==> src/rtl/johnson_seq_ctrl.sv <==
// johnson_seq_ctrl: command-driven sequencer owning a W-stage Johnson counter register.
//   Ports: clk, rst_n (sync active-low); ena_i freezes all activity when low;
//   cmd_valid_i/cmd_ready_o handshake with cmd_op_i (STOP/RUN/STEP/LOAD), cmd_dir_i,
//   cmd_div_i (prescale) and cmd_data_i (step count or load pattern);
//   jc_q_o Johnson register, busy_o (RUN/STEP), done_o (STEP completion pulse),
//   err_o sticky illegal-pattern flag, active only when JOHNSON_ERRCHK_EN is defined.
module johnson_seq_ctrl #(
  parameter int W     = 8,
  parameter int LEN_W = 8,
  parameter int DIV_W = 4
) (
  input  logic                             clk,
  input  logic                             rst_n,
  input  logic                             ena_i,
  input  logic                             cmd_valid_i,
  output logic                             cmd_ready_o,
  input  logic [1:0]                       cmd_op_i,
  input  logic                             cmd_dir_i,
  input  logic [DIV_W-1:0]                 cmd_div_i,
  input  logic [(W>LEN_W?W:LEN_W)-1:0]     cmd_data_i,
  output logic [W-1:0]                     jc_q_o,
  output logic                             busy_o,
  output logic                             done_o,
  output logic                             err_o
);
  typedef enum logic [1:0] {IDLE, RUN, STEP, DONE} state_e;
  localparam logic [1:0] OP_STOP = 2'd0, OP_RUN = 2'd1, OP_STEP = 2'd2, OP_LOAD = 2'd3;
  state_e            state_q, state_d;
  logic [W-1:0]      jc_q, jc_d, shifted;
  logic              dir_q, dir_d, busy_q;
  logic [DIV_W-1:0]  div_q, div_d, pres_q, pres_d;
  logic [LEN_W-1:0]  rem_q, rem_d;
  logic              active, tick, accept;
  assign active      = state_q == RUN || state_q == STEP;
  assign cmd_ready_o = ena_i && (state_q == IDLE || state_q == RUN);
  assign accept      = cmd_valid_i && cmd_ready_o;
  assign tick        = ena_i && active && pres_q == div_q;
  assign shifted     = dir_q ? {~jc_q[0], jc_q[W-1:1]} : {jc_q[W-2:0], ~jc_q[W-1]};
  assign jc_q_o      = jc_q;
  assign busy_o      = busy_q;
  assign done_o      = ena_i && state_q == DONE;
`ifdef JOHNSON_ERRCHK_EN
  logic err_q, err_d;
  assign err_o = err_q;
  // Legal Johnson patterns have at most one adjacent-bit transition.
  function automatic logic legal(input logic [W-1:0] p);
    logic [W-2:0] t;
    t = p[W-2:0] ^ p[W-1:1];
    return (t & (t - 1'b1)) == '0;
  endfunction
`else
  assign err_o = 1'b0;
`endif
  always_comb begin
    state_d = state_q;
    jc_d    = jc_q;
    dir_d   = dir_q;
    div_d   = div_q;
    pres_d  = pres_q;
    rem_d   = rem_q;
`ifdef JOHNSON_ERRCHK_EN
    err_d   = err_q;
`endif
    if (ena_i) begin
      if (active) pres_d = tick ? '0 : pres_q + 1'b1;
      if (tick) jc_d = shifted;
      if (tick && state_q == STEP) begin
        rem_d = rem_q - 1'b1;
        if (rem_q == LEN_W'(1)) state_d = DONE;
      end
      if (state_q == DONE) state_d = IDLE;
      // An accepted command preempts any shift due in the same cycle.
      if (accept) begin
        jc_d = jc_q;
        case (cmd_op_i)
          OP_STOP: state_d = IDLE;
          OP_RUN: begin
            dir_d   = cmd_dir_i;
            div_d   = cmd_div_i;
            pres_d  = '0;
            state_d = RUN;
          end
          OP_STEP: begin
            dir_d   = cmd_dir_i;
            div_d   = cmd_div_i;
            pres_d  = '0;
            rem_d   = cmd_data_i[LEN_W-1:0];
            state_d = cmd_data_i[LEN_W-1:0] == '0 ? DONE : STEP;
          end
          default: begin
            jc_d    = cmd_data_i[W-1:0];
            state_d = IDLE;
          end
        endcase
      end
`ifdef JOHNSON_ERRCHK_EN
      if (!legal(jc_q) || (accept && cmd_op_i == OP_LOAD && !legal(cmd_data_i[W-1:0]))) begin
        jc_d  = '0;
        err_d = 1'b1;
      end
`endif
    end
  end
  always_ff @(posedge clk) begin
    if (!rst_n) begin
      state_q <= IDLE;
      jc_q    <= '0;
      dir_q   <= 1'b0;
      div_q   <= '0;
      pres_q  <= '0;
      rem_q   <= '0;
      busy_q  <= 1'b0;
`ifdef JOHNSON_ERRCHK_EN
      err_q   <= 1'b0;
`endif
    end else begin
      state_q <= state_d;
      jc_q    <= jc_d;
      dir_q   <= dir_d;
      div_q   <= div_d;
      pres_q  <= pres_d;
      rem_q   <= rem_d;
      busy_q  <= state_d == RUN || state_d == STEP;
`ifdef JOHNSON_ERRCHK_EN
      err_q   <= err_d;
`endif
    end
  end
endmodule

==> config.mk <==
export PLATFORM = sky130hd
export DESIGN_NAME = johnson_seq_ctrl
export DESIGN_NICKNAME = d
export VERILOG_FILES = /design/src/rtl/johnson_seq_ctrl.sv
export SDC_FILE = /design/constraint.sdc
export NUM_CORES = 1
export LEC_CHECK = 0
export CORE_ASPECT_RATIO = 0.6
export CORE_UTILIZATION = 50
export DETAILED_ROUTE_END_ITERATION = 6
export GPL_TIMING_DRIVEN = 0
export MAX_ROUTING_LAYER = met4
export PLACE_DENSITY = 0.74
export SETUP_SLACK_MARGIN = 0.4
export SLEW_MARGIN = 15
export SYNTH_ARGS = -nofsm -noshare
export SYNTH_HDL_FRONTEND = slang
export SYNTH_SLANG_ARGS = --single-unit
==> constraint.sdc <==
create_clock -name clk -period 4.3 [get_ports clk]
set_input_delay 0.645 -clock clk [delete_from_list [all_inputs] [get_ports clk]]
set_output_delay 0.645 -clock clk [all_outputs]
set_load 0.01 [all_outputs]
**Yosys cells after proc, flatten, opt, wreduce, memory -nomap -nowiden**

Index checks and enable logic that the tools add are counted.

- Input bits: 19
- Register bits after elaboration: 28
- Output and inout bits: 12

- Bitwise gates (word level): 2
- Equal/unequal tests: 10
- Add/sub/neg operators: 2
- Muxes and demuxes: 18
- Reduce and logical (&&, ||, !) cells: 17

Operators by type and width:

| kind | number |
|---|---|
| two-way mux 8 bit | 7 |
| two-way mux 4 bit | 4 |
| two-way mux 2 bit | 5 |
| equality test 2 bit (second input constant) | 4 |
| equality test 8 x 1 -> 1 bit (second input constant) | 1 |
| logical NOT 8 bit | 1 |
| subtractor 8 x 1 -> 8 bit (second input constant) | 1 |
| equality test 2 x 1 -> 1 bit (second input constant) | 3 |
| logical AND 1 bit | 6 |
| AND reduction 3 bit | 2 |
| adder 4 x 1 -> 4 bit (second input constant) | 1 |
| equality test 4 bit | 1 |
| logical NOT 2 bit | 2 |
| one-hot mux 2 bit (2 select lines) | 1 |
| logical OR 1 bit | 3 |
| OR reduction 3 bit | 1 |
| != test 2 bit (second input constant) | 1 |
| inverter 1 bit | 2 |
| nonzero test 2 bit | 1 |
| OR reduction 2 bit | 1 |
| two-way mux 1 bit | 1 |

**Depth between registers and ports, before layout**

Gate-level depths: netlist (run 1).

- Depth after elaboration: 11
- Gate-level depth with buffers: 8
- Depth with buffers taken out: 7

**Worst setup path before layout (run 1)**

No wires, ideal clock.

- Kind: input-to-reg
- Start point: input port cmd_op_i[0]
- End point: register busy_q, in the netlist busy_o
- Path slack: 2.350 ns
- Path buffers: 0
- Library setup time: 0.121 ns
- Stages: 6
- Arrival: 1.830 ns
- Data required time: 4.179 ns
- Cells stage by stage: inv_1 ha_1 nor2_2 a21oi_1 a31oi_1 mux2_2

- Word-level cells in the longest chain between the ends: 6
- Elaborated cells on any way between the ends: 8
- Classes of those cells: eq/ne (4); mux (3); reduce/logical (1)

RTL lines:

| item | RTL line | source |
|---|---|---|
| start: declaration | 17 | `input logic [1:0] cmd_op_i,` |
| equality test 2 bit or equality test 2 x 1 -> 1 bit (tied branches) | 75 | `case (cmd_op_i)` |
| one-hot mux 2 bit (2 select lines) * | 75 |  |
| two-way mux 2 bit * | 73 | `if (accept) begin` |
| two-way mux 2 bit * | 64 | `if (ena_i) begin` |
| equality test 2 x 1 -> 1 bit or equality test 2 bit (tied branches) | 123 | `busy_q <= state_d == RUN \|\| state_d == STEP;` |
| logical OR 1 bit * | 123 |  |
| end signal: assignment | 112 | `busy_q <= 1'b0;` |
| end signal: assignment | 123 |  |
| end: declaration | 30 | `logic dir_q, dir_d, busy_q;` |

Every way passes the cells marked *; elsewhere a longest branch is shown, timed or not.
A chain may end at the register's enable or synchronous reset.

**Worst setup path in the final report (run 1)**

- Start point: input port ena_i
- End point: output port done_o

- Word-level cells in the longest chain between the ends: 1

RTL lines:

| item | RTL line | source |
|---|---|---|
| start: declaration | 14 | `input logic ena_i,` |
| logical AND 1 bit | 41 | `assign done_o = ena_i && state_q == DONE;` |
| end: declaration | 23 | `output logic done_o,` |

No other way between the ends.

==> results of run 1 <==
[cell usage in the layout, fill, tap and decap left out, types with 2 or more instances in the layout]
cell and n:
and3_1 3, o21a_1 2, a41o_1 2, xnor2_1 2, a211o_1 6, nor2_1 19
a21oi_1 19, nand2_1 18, a211oi_1 2, nor3_1 4, and2_1 3, o211a_1 2
dfxtp_1 28, nor2_2 2, nand4_1 5, a22oi_1 2, nand3_1 6, o21ai_0 15
nand2b_1 2, inv_1 8, ha_1 10, o211ai_1 2, buf_2 2, clkbuf_8 3
clkdlybuf4s50_1 29, mux2i_1 8, clkbuf_1 7, xor2_1 9, a31oi_1 2
[state kept, by name (all words and copies together), names as in the netlist]
register  cells
pres_q        4
dir_q         1
rem_q         8
state_q       2
jc_q_o        8
div_q         4
busy_o        1
[through the flow]
| stage | total power, W | area (um2) | std cells | setup WS [ps] | utilization, % |
|---|---|---|---|---|---|
| after floorplan | 0.000371 | 1730 | 208 | 2350 | - |
| after global placement | 0.000425 | 2080 | 282 | 1160 | 63.3 |
| after detailed placement | 0.000426 | 2080 | 282 | 1180 | 63.3 |
| after CTS | 0.000568 | 2120 | 285 | 1170 | 64.6 |
| after global routing | 0.000596 | 2120 | 285 | 1070 | 64.6 |
| final | 0.000563 | 2120 | 285 | 1160 | 64.6 |
[worst max-delay path, stage by stage]
cell	delay [ps]
clkdlybuf4s50_1	470
buf_2	230
clkbuf_1	420
and2_1	200
clkdlybuf4s50_1	530
[final timing paths]
| path | from | end | depth (start not counted) |
|---|---|---|---|
| setup / recovery | ena_i | done_o | 5 |
| hold / removal | div_q[3]$_SDFFE_PN0P_ | div_q[3]$_SDFFE_PN0P_ | 2 |
| setup reg to reg | state_q[1]$_SDFF_PN0_ | busy_o$_SDFF_PN0_ | 7 |
| hold reg to reg | div_q[3]$_SDFFE_PN0P_ | div_q[3]$_SDFFE_PN0P_ | 2 |
[cell families (layout without fill, tap and decap cells)]
family,count (synthesis),in the layout
buf+inv,18,50
simple gates,70,70
compound gates,61,61
xor+xnor,11,11
mux,9,9
fa+ha+maj,10,10
other cells,1,1
flops,28,28
[power groups by stage]
stage	Sequential (W)	Clock [W]	Combinational, W
CTS	0.000282	0.000147	0.000139
global placement	0.000288	0	0.000137
global route	0.000285	0.000157	0.000154
finish	0.000282	0.000140	0.000140
detailed placement	0.000288	0	0.000138
floorplan	0.000288	0	0.0000833
[cell type report]
class                      instances  area [um2]  share of cell area [%]
buffer                            10        43.8                    2.07
clock buffer                       3        41.3                    1.95
inverter                           8        30.0                    1.42
multi-input combinational        162        1100                    51.8
sequential                        28         561                    26.4
tap                               45        56.3                    2.66
timing repair buffer              29         290                    13.7
[routing by layer]
| layer | share of wire (%) | track usage, % | routed length (um) |
|---|---|---|---|
| met1 | 53 | 38.0 | 2350 |
| met2 | 40 | 38.6 | 1770 |
| met3 | 5.8 | 5.33 | 255 |
| met4 | 1.0 | 5.56 | 46 |
| met5 | 0 | - | 0 |
[cells in the mapped netlist, drive strengths merged, types with 5 or more instances]
master / count / area share, %
clkbuf: 7 / 1.5
inv: 8 / 1.7
a21oi: 19 / 5.5
o21ai: 15 / 4.3
a211o: 6 / 3.0
xor2: 9 / 4.6
nor2: 21 / 4.8
nand3: 6 / 1.7
dfxtp: 28 / 32
mux2i: 8 / 4.6
ha: 10 / 7.2
nand4: 6 / 2.5
nor3: 5 / 2.1
nand2: 18 / 3.9
==> out/results.ini, run 1 <==
[status]
status = finished, final reports clean

[global_route]
grt_usage_pct = 26.6
grt_pass1_wl_um = 7030
antenna_found_initial = 0
grt_overflow = 0
grt_pass1_vias = 1362
grt_max_degree = 15

[sta]
clock-skew-final_ps = 4.21
hold_viol_final = 0
setup_viol = 0
worst_slew_pin_slew_ps = 537
rsz0062_at_grt = no
timing.fmax_mhz = 319
fin_crit_sh_pct = 73.0
fin_crit_ps = 3140
slew_headroom_pct = 64.2
drv_slew = 0
tns_ps = 0
finalHoldWorstSlack_ps = 498

[yosys]
synth_seq_cells = 28
ys.flop_type = dfxtp_1
async_reset_ff_share_pct = 0
synthSimpleGateAreaFrac_pct = 20.7
ys_types = 45
synthXorXnorAreaFrac_pct = 5.56
synth_area_mm2 = 0.00173
synth_edf_count = 0
yosysWarnings = 0
synthAdderAreaFrac_pct = 7.23
muxShareOfSynthArea_pct = 5.27
synthCells = 208
syn_avg_cell_area_um2 = 8.33
syn_nets = 237
ys_seq_area_share_pct = 32.4
synth_top_family_by_area = compound AO/OA/AOI/OAI gates
synth_compound_area_share_pct = 24.4

[power_and_ir_drop]
ir_drop_v = 0.000196
p_sw_w = 0.000168
intPower_w = 0.000396
power.share.clock_pct = 24.9
p_comb_share_pct = 24.9
p_per_area_mw_per_mm2 = 266
seqPwrFrac_pct = 50.1
sw_frac_of_total_pct = 29.8
leakagePower_nw = 0.828

[setup_path]
crit_path_end_kind = output port
worstSetupStartpointType = primary input
worstPathArrival_ps = 2490
worstPathRequired_ps = 3650
path_max_fanout = 10
r2r_setup_slack_ps = 2030
critical_path_class = in2out

[routing]
detail_route.iter0.violations = 155
drtAntennaViolNets = 0
drt-pass1-iter-count = 5
viasPerCell = 5.78
wl_um = 4430
drcViolationCount = 0
routedWlPerCell_um = 15.5
vias = 1646

[clock_network]
post_cts_resized = 0
holdBufCountCts = 0
numCtsBuffers = 3
h-tree-depth = 1
clock-sinks = 28
clockBufferDepth = 2
cts_tree = done
post_cts_buffers = 0
root_buffer = clkbuf_8
clkTransAtPathRegs_ps = 90
clk_latency_ps = 270

[floorplan]
die_area_mm2 = 0.00371
die_h_um = 47.6
die_x_um = 78.0
initial_core_util_pct = 52.7
num_rows = 16
io-pin-count = 31
core-area_mm2 = 0.00328

[layout]
fill_cells = 288
antenna_cells = 0
fin_nets = 271
drive_gt1_share_pct = 6.25
syn_to_final_growth_pct = 22.4

[worst_hold_path]
hp-class = reg2reg

[run]
cap_violations = 0

[placement]
routabilityCongestion = 0.846
io_buffer_count = 29
hpwl_um = 3330

(Power assumes the default switching activity.)
==> run 2, diff against run 1 <==
--- a/config.mk
+++ b/config.mk
@@ -6,11 +6,11 @@
 export NUM_CORES = 1
 export LEC_CHECK = 0
 export CORE_ASPECT_RATIO = 0.6
-export CORE_UTILIZATION = 50
+export CORE_UTILIZATION = 47
 export DETAILED_ROUTE_END_ITERATION = 6
 export GPL_TIMING_DRIVEN = 0
 export MAX_ROUTING_LAYER = met4
-export PLACE_DENSITY = 0.74
+export PLACE_DENSITY = 0.73
 export SETUP_SLACK_MARGIN = 0.4
 export SLEW_MARGIN = 15
 export SYNTH_ARGS = -nofsm -noshare
==> constraint.sdc (replaced) <==
create_clock -name clk -period 2.5 [get_ports clk]
set_input_delay 0.375 -clock clk [delete_from_list [all_inputs] [get_ports clk]]
set_output_delay 0.375 -clock clk [all_outputs]
set_load 0.01 [all_outputs]
==> run 2 against run 1 <==
  * Worst setup slack got worse by 670 ps
  * Die area rose by 6.2%
  * Non-clock buffer count rose by 5
  * Critical path type is now in2reg
  * Largest power group unchanged
  * Highest routed layer unchanged
==> out/results.ini, run 2 (same netlist as run 1, synthesis figures left out) <==
[status]
status = finished, final reports clean

[layout]
final_common_cell = dfxtp_1
drive_gt1_share_pct = 11.0  ; +4.8 points
final_area_mm2 = 0.00220  ; +3.8%
fin_util_pct = 65.0  ; +0.46 points
fill_cells = 294  ; +2.1%
fin_nets = 276  ; +1.8%
final_cell_mix = 28 x dfxtp_1, 27 x clkdlybuf4s50_1, 19 x a21oi_1, 19 x nor2_1, 17 x nand2_1
antenna_cells = 0  ; unchanged
syn_to_final_growth_pct = 27.0

[setup_path]
worstPathRequired_ps = 2680  ; -970 ps
crit_path_end_kind = register
critPathMaxStageDelay_ps = 530  ; about the same
crit_slowest_cell = clkdlybuf4s50_1
worstPathArrival_ps = 2180  ; -310 ps
path_cells = clkdlybuf4s50_1, nor4_2, a41o_1, a21oi_1, a31oi_1, mux2_2
critical_path_class = in2reg
path_max_fanout = 5  ; -5
worstSetupStartpointType = primary input

[clock_network]
clk_latency_ps = 280  ; about the same
clockBufferDepth = 2  ; unchanged
clkTransAtPathRegs_ps = 90  ; about the same
root_buffer = clkbuf_8
cts_tree = done
numCtsBuffers = 3  ; unchanged
clock-sinks = 28  ; unchanged
holdBufCountCts = 0  ; unchanged
h-tree-depth = 1  ; unchanged

[sta]
setup_viol = 0  ; unchanged
clock-skew-final_ps = 3.92  ; -0.290 ps
setup_ws_ps = 492  ; -669 ps
timing.fmax_mhz = 498
rsz0062_at_grt = yes
fin_crit_ps = 2010
drv_slew = 0  ; unchanged
fin_crit_sh_pct = 80.3
worst_slew_pin_slew_ps = 519  ; -18.5 ps
slew_headroom_pct = 65.4  ; +1.2 points
hold_viol_final = 0  ; unchanged
finalHoldWorstSlack_ps = 495  ; -3.39 ps

[routing]
drtAntennaViolNets = 0  ; unchanged
detail_route.iter0.violations = 159  ; +2.6%
wl_um = 4430  ; +0.11%
viasPerCell = 5.82  ; +0.72%
vias = 1687  ; +2.5%
routedWlPerCell_um = 15.3  ; -1.6%
drcViolationCount = 0  ; unchanged
drt-pass1-iter-count = 5  ; unchanged

[power_and_ir_drop]
seqPwrFrac_pct = 48.9  ; -1.2 points
sw_frac_of_total_pct = 30.3  ; +0.53 points
ir_drop_v = 0.000272  ; +39%
leakagePower_nw = 0.874  ; +5.5%
p_sw_w = 0.000301  ; +80%
p_per_area_mw_per_mm2 = 452  ; +70%
intPower_w = 0.000693  ; +75%
p_comb_share_pct = 26.0  ; +1.1 points
finalPower_w = 0.000995  ; +77%
power.share.clock_pct = 25.1  ; +0.2 points

[placement]
routabilityCongestion = 0.859  ; +1.6%
io_buffer_count = 29  ; unchanged
place_area_mm2 = 0.00208  ; unchanged
hpwl_um = 3260  ; -2.0%
place_ws_ps = -36.5  ; -1220 ps

[floorplan]
die_area_mm2 = 0.00394  ; +6.2%
die_h_um = 49.0  ; +3.0%
io-pin-count = 31  ; unchanged
core-area_mm2 = 0.00338  ; +3.0%
die_x_um = 80.4  ; +3.1%
initial_core_util_pct = 51.2  ; -1.6 points
num_rows = 16  ; unchanged

[global_route]
grt_pass1_vias = 1471  ; +8.0%
grt_usage_pct = 24.2  ; -2.4 points
grt_max_degree = 15  ; unchanged
grt_pass1_wl_um = 7160  ; +1.9%
grt_overflow = 0  ; unchanged
antenna_found_initial = 0  ; unchanged

[run]
cap_violations = 0  ; unchanged

[worst_hold_path]
hp-class = reg2reg

-- run 2: area by class of cell --
cell class,count,area (um2),area share (%)
well taps,45,56.3,2.56
clock buffers,3,41.3,1.88
plain buffers,10,65.1,2.96
inverters,8,30.0,1.37
flip-flops and latches,28,561,25.5
repair buffers,34,325,14.8
multi-input cells,162,1120,51.0
-- run 2: critical path: cells and delay by family --
family / cells / cell delay (ps)
compound gates: 3 / 540
simple gates: 1 / 380
mux: 1 / 360
buf+inv: 1 / 530
-- run 2: final timing paths --
path | startpoint | endpoint | slack (ps) | cells past startpoint
max | cmd_data_i[2] | busy_o$_SDFF_PN0_ | 490 | 6
min | div_q[1]$_SDFFE_PN0P_ | div_q[1]$_SDFFE_PN0P_ | 500 | 2
max reg2reg | state_q[0]$_SDFF_PN0_ | busy_o$_SDFF_PN0_ | 520 | 7
min reg2reg | div_q[1]$_SDFFE_PN0P_ | div_q[1]$_SDFFE_PN0P_ | 500 | 2
-- run 2: repair_timing --
action	4_1_cts	5_1_grt
gates cloned	0	0
gates resized for setup	9	10
setup buffers	4	1
endpoints found under the setup margin	3	11
pin swaps	1	1
-- run 2: power by group through the flow --
stage                     sequential (W)  clock [W]  combinational (W)
after floorplan                 0.000495          0           0.000143
after global placement          0.000496          0           0.000234
after detailed placement        0.000496          0           0.000235
after CTS                       0.000486   0.000255           0.000249
after global routing            0.000489   0.000275           0.000282
final                           0.000486   0.000249           0.000259
-- run 2: routing by layer --
metal  global-route usage [%]  up-vias  wire length [um]
met5                        -        -                 0
met4                     5.65        0                34
met3                     5.61        6               416
met2                     31.5       77              1740
met1                     36.8      782              2240
li1                         -      822                 -
-- run 2: stage by stage --
stage / TNS [ps] / cells
after global routing: 0 / 290
after CTS: 0 / 289
after floorplan: 0 / 208
after detailed placement: -67.4 / 282
after global placement: -94.9 / 282
final: 0 / 290
==> run 3, diff against run 2 <==
--- a/config.mk
+++ b/config.mk
@@ -6,11 +6,11 @@
 export NUM_CORES = 1
 export LEC_CHECK = 0
 export CORE_ASPECT_RATIO = 0.6
-export CORE_UTILIZATION = 47
+export CORE_UTILIZATION = 50
 export DETAILED_ROUTE_END_ITERATION = 6
 export GPL_TIMING_DRIVEN = 0
 export MAX_ROUTING_LAYER = met4
-export PLACE_DENSITY = 0.73
+export PLACE_DENSITY = 0.74
 export SETUP_SLACK_MARGIN = 0.4
 export SLEW_MARGIN = 15
 export SYNTH_ARGS = -nofsm -noshare
==> constraint.sdc (replaced) <==
create_clock -name clk -period 2.05 [get_ports clk]
set_input_delay 0.3075 -clock clk [delete_from_list [all_inputs] [get_ports clk]]
set_output_delay 0.3075 -clock clk [all_outputs]
set_load 0.01 [all_outputs]
==> run 3 against run 2 <==
  * Worst setup slack lost 230 ps
  * Combinational power grew 54%
  * Sequential power grew 23%
  * Non-clock buffer count grew 10
==> out/results.ini, run 3 (same netlist as run 1, synthesis figures left out) <==
[floorplan]
die_h_um = 47.6  ; -2.9%
io-pin-count = 31  ; unchanged
initial_core_util_pct = 52.7  ; +1.6 points
die_x_um = 78.0  ; -3.0%
num_rows = 16  ; unchanged
core-area_mm2 = 0.00328  ; -3.0%
die_area_mm2 = 0.00371  ; -5.8%

[clock_network]
clockBufferDepth = 2  ; unchanged
clkTransAtPathRegs_ps = 100  ; about the same
h-tree-depth = 1  ; unchanged
numCtsBuffers = 3  ; unchanged
cts_tree = done
root_buffer = clkbuf_8
clock-sinks = 28  ; unchanged
holdBufCountCts = 0  ; unchanged
clk_latency_ps = 290  ; about the same

[placement]
io_buffer_count = 29  ; unchanged
routabilityCongestion = 0.850  ; -1.1%
hpwl_um = 3410  ; +4.4%
place_area_mm2 = 0.00211  ; +1.4%

[setup_path]
reg2reg_depth = 7  ; unchanged
r2r-start = state_q[0]$_SDFF_PN0_
cp-endpoint = busy_o$_SDFF_PN0_
critical_path_class = reg2reg
crit_path_end_kind = register
worstPathRequired_ps = 2240  ; -440 ps
cp-startpoint = state_q[0]$_SDFF_PN0_
worstSetupStartpointType = register
path_max_fanout = 6  ; +1
r2r_end = busy_o$_SDFF_PN0_
worstPathArrival_ps = 1970  ; -210 ps
r2r_setup_slack_ps = 260  ; -260 ps

[layout]
drive_gt1_share_pct = 23.5  ; +13 points
final_common_cell = dfxtp_1
antenna_cells = 0  ; unchanged
syn_to_final_growth_pct = 41.8
final_area_mm2 = 0.00245  ; +12%
final_cell_mix = 26 x dfxtp_1, 23 x clkdlybuf4s50_1, 19 x nor2_1
fin_nets = 286  ; +3.6%

[sta]
timing.fmax_mhz = 560
worst_slew_pin_slew_ps = 546  ; +27.8 ps
slew_headroom_pct = 63.6  ; -1.9 points
hold_viol_final = 0  ; unchanged
fin_crit_ps = 1790
setup_viol = 0  ; unchanged
drv_slew = 0  ; unchanged
rsz0062_at_grt = yes
fin_crit_sh_pct = 87.2
clock-skew-final_ps = 13.0  ; +9.09 ps

[power_and_ir_drop]
power.share.clock_pct = 24.0  ; -1.1 points
seqPwrFrac_pct = 45.5  ; -3.4 points
finalPower_w = 0.00131  ; +32%
p_per_area_mw_per_mm2 = 534  ; +18%
sw_frac_of_total_pct = 31.5  ; +1.2 points
intPower_w = 0.000897  ; +29%
ir_drop_v = 0.000369  ; +36%
leakagePower_nw = 0.977  ; +12%
p_comb_share_pct = 30.5  ; +4.5 points
p_sw_w = 0.000413  ; +37%

[global_route]
grt_pass1_wl_um = 7800  ; +9.0%
grt-busiest-layer = met2
use_met2_pct = 48.8  ; +17 points
antenna_found_initial = 0  ; unchanged
grt_max_degree = 15  ; unchanged
grt_usage_pct = 29.2  ; +5.1 points
gr-usage-met3_pct = 6.67  ; +1.1 points
grt_pass1_vias = 1619  ; +10%
grt_overflow = 0  ; unchanged
grt_use_met1_pct = 35.5  ; -1.3 points

[routing]
drcViolationCount = 0  ; unchanged
vias = 1762  ; +4.4%
viasPerCell = 5.87  ; +0.96%
routedWlPerCell_um = 17.1  ; +12%
drt-pass1-iter-count = 4  ; -1
drtAntennaViolNets = 0  ; unchanged
wl_um = 5130  ; +16%
detail_route.iter0.violations = 113  ; -29%

[worst_hold_path]
hp-class = reg2reg

[run]
cap_violations = 0  ; unchanged

[status]
status = finished, final reports clean

==> run 3: how the worst min path moves through the flow <==
stage / startpoint / end / slack [ps] / depth (start not counted)
floorplan: cmd_dir_i / dir_q$_SDFFE_PN0P_ / 440 / 2
global placement: jc_q_o[3]$_SDFFE_PN0P_ / jc_q_o[3]$_SDFFE_PN0P_ / 470 / 2
detailed placement: jc_q_o[4]$_SDFFE_PN0P_ / jc_q_o[4]$_SDFFE_PN0P_ / 490 / 2
CTS: div_q[1]$_SDFFE_PN0P_ / div_q[1]$_SDFFE_PN0P_ / 500 / 2
global route: jc_q_o[3]$_SDFFE_PN0P_ / jc_q_o[3]$_SDFFE_PN0P_ / 520 / 2
finish: jc_q_o[3]$_SDFFE_PN0P_ / jc_q_o[3]$_SDFFE_PN0P_ / 500 / 2
==> run 3: stage by stage <==
stage / setup TNS, ps / std cells / hold WS, ps / setup slack, ps / utilization (%)
floorplan: 0 / 208 / 444 / 377 / -
global placement: -1390 / 282 / 473 / -426 / 64.2
detailed placement: -1890 / 282 / 489 / -434 / 64.2
CTS: 0 / 297 / 503 / 321 / 72.8
global route: 0 / 300 / 517 / 250 / 74.8
finish: 0 / 300 / 500 / 263 / 74.8
==> run 3: layout make-up <==
| cell class | instances | area (um2) |
|---|---|---|
| repair buffers | 44 | 418 |
| fillers | 240 | 828 |
| plain buffers | 10 | 82.6 |
| multi-input cells | 162 | 1260 |
| well taps | 45 | 56.3 |
| flip-flops and latches | 28 | 568 |
| inverters | 8 | 32.5 |
| clock buffers | 3 | 41.3 |
==> run 3: power by group through the flow <==
| stage | sequential, W | combinational (W) | clock (W) |
|---|---|---|---|
| floorplan | 0.000605 | 0.000186 | 0 |
| global placement | 0.000605 | 0.000292 | 0 |
| detailed placement | 0.000606 | 0.000301 | 0 |
| CTS | 0.000594 | 0.000367 | 0.000313 |
| global route | 0.000599 | 0.000426 | 0.000339 |
| finish | 0.000596 | 0.000400 | 0.000315 |
==> run 3: worst max-delay path, cell delays in order (launching register included) <==
cell and delay [ps]:
dfxtp_4 400, inv_4 60, ha_4 190, o2111a_2 320
a21oi_1 160, a21oi_1 110, and2_1 180, mux2_4 270
==> run 3: metal layers <==
layer / part of all wire (%) / up-vias
met5: 0 / -
met4: 2.2 / 0
met3: 7.9 / 18
met2: 44 / 89
met1: 46 / 809
li1: - / 846
==> run 3: repair_timing <==
| action | CTS | global route |
|---|---|---|
| setup endpoints to repair | 26 | 26 |
| pin swaps | 13 | 10 |
| resized for setup | 47 | 10 |
| setup buffers | 11 | 3 |
| gates cloned | 1 | 0 |
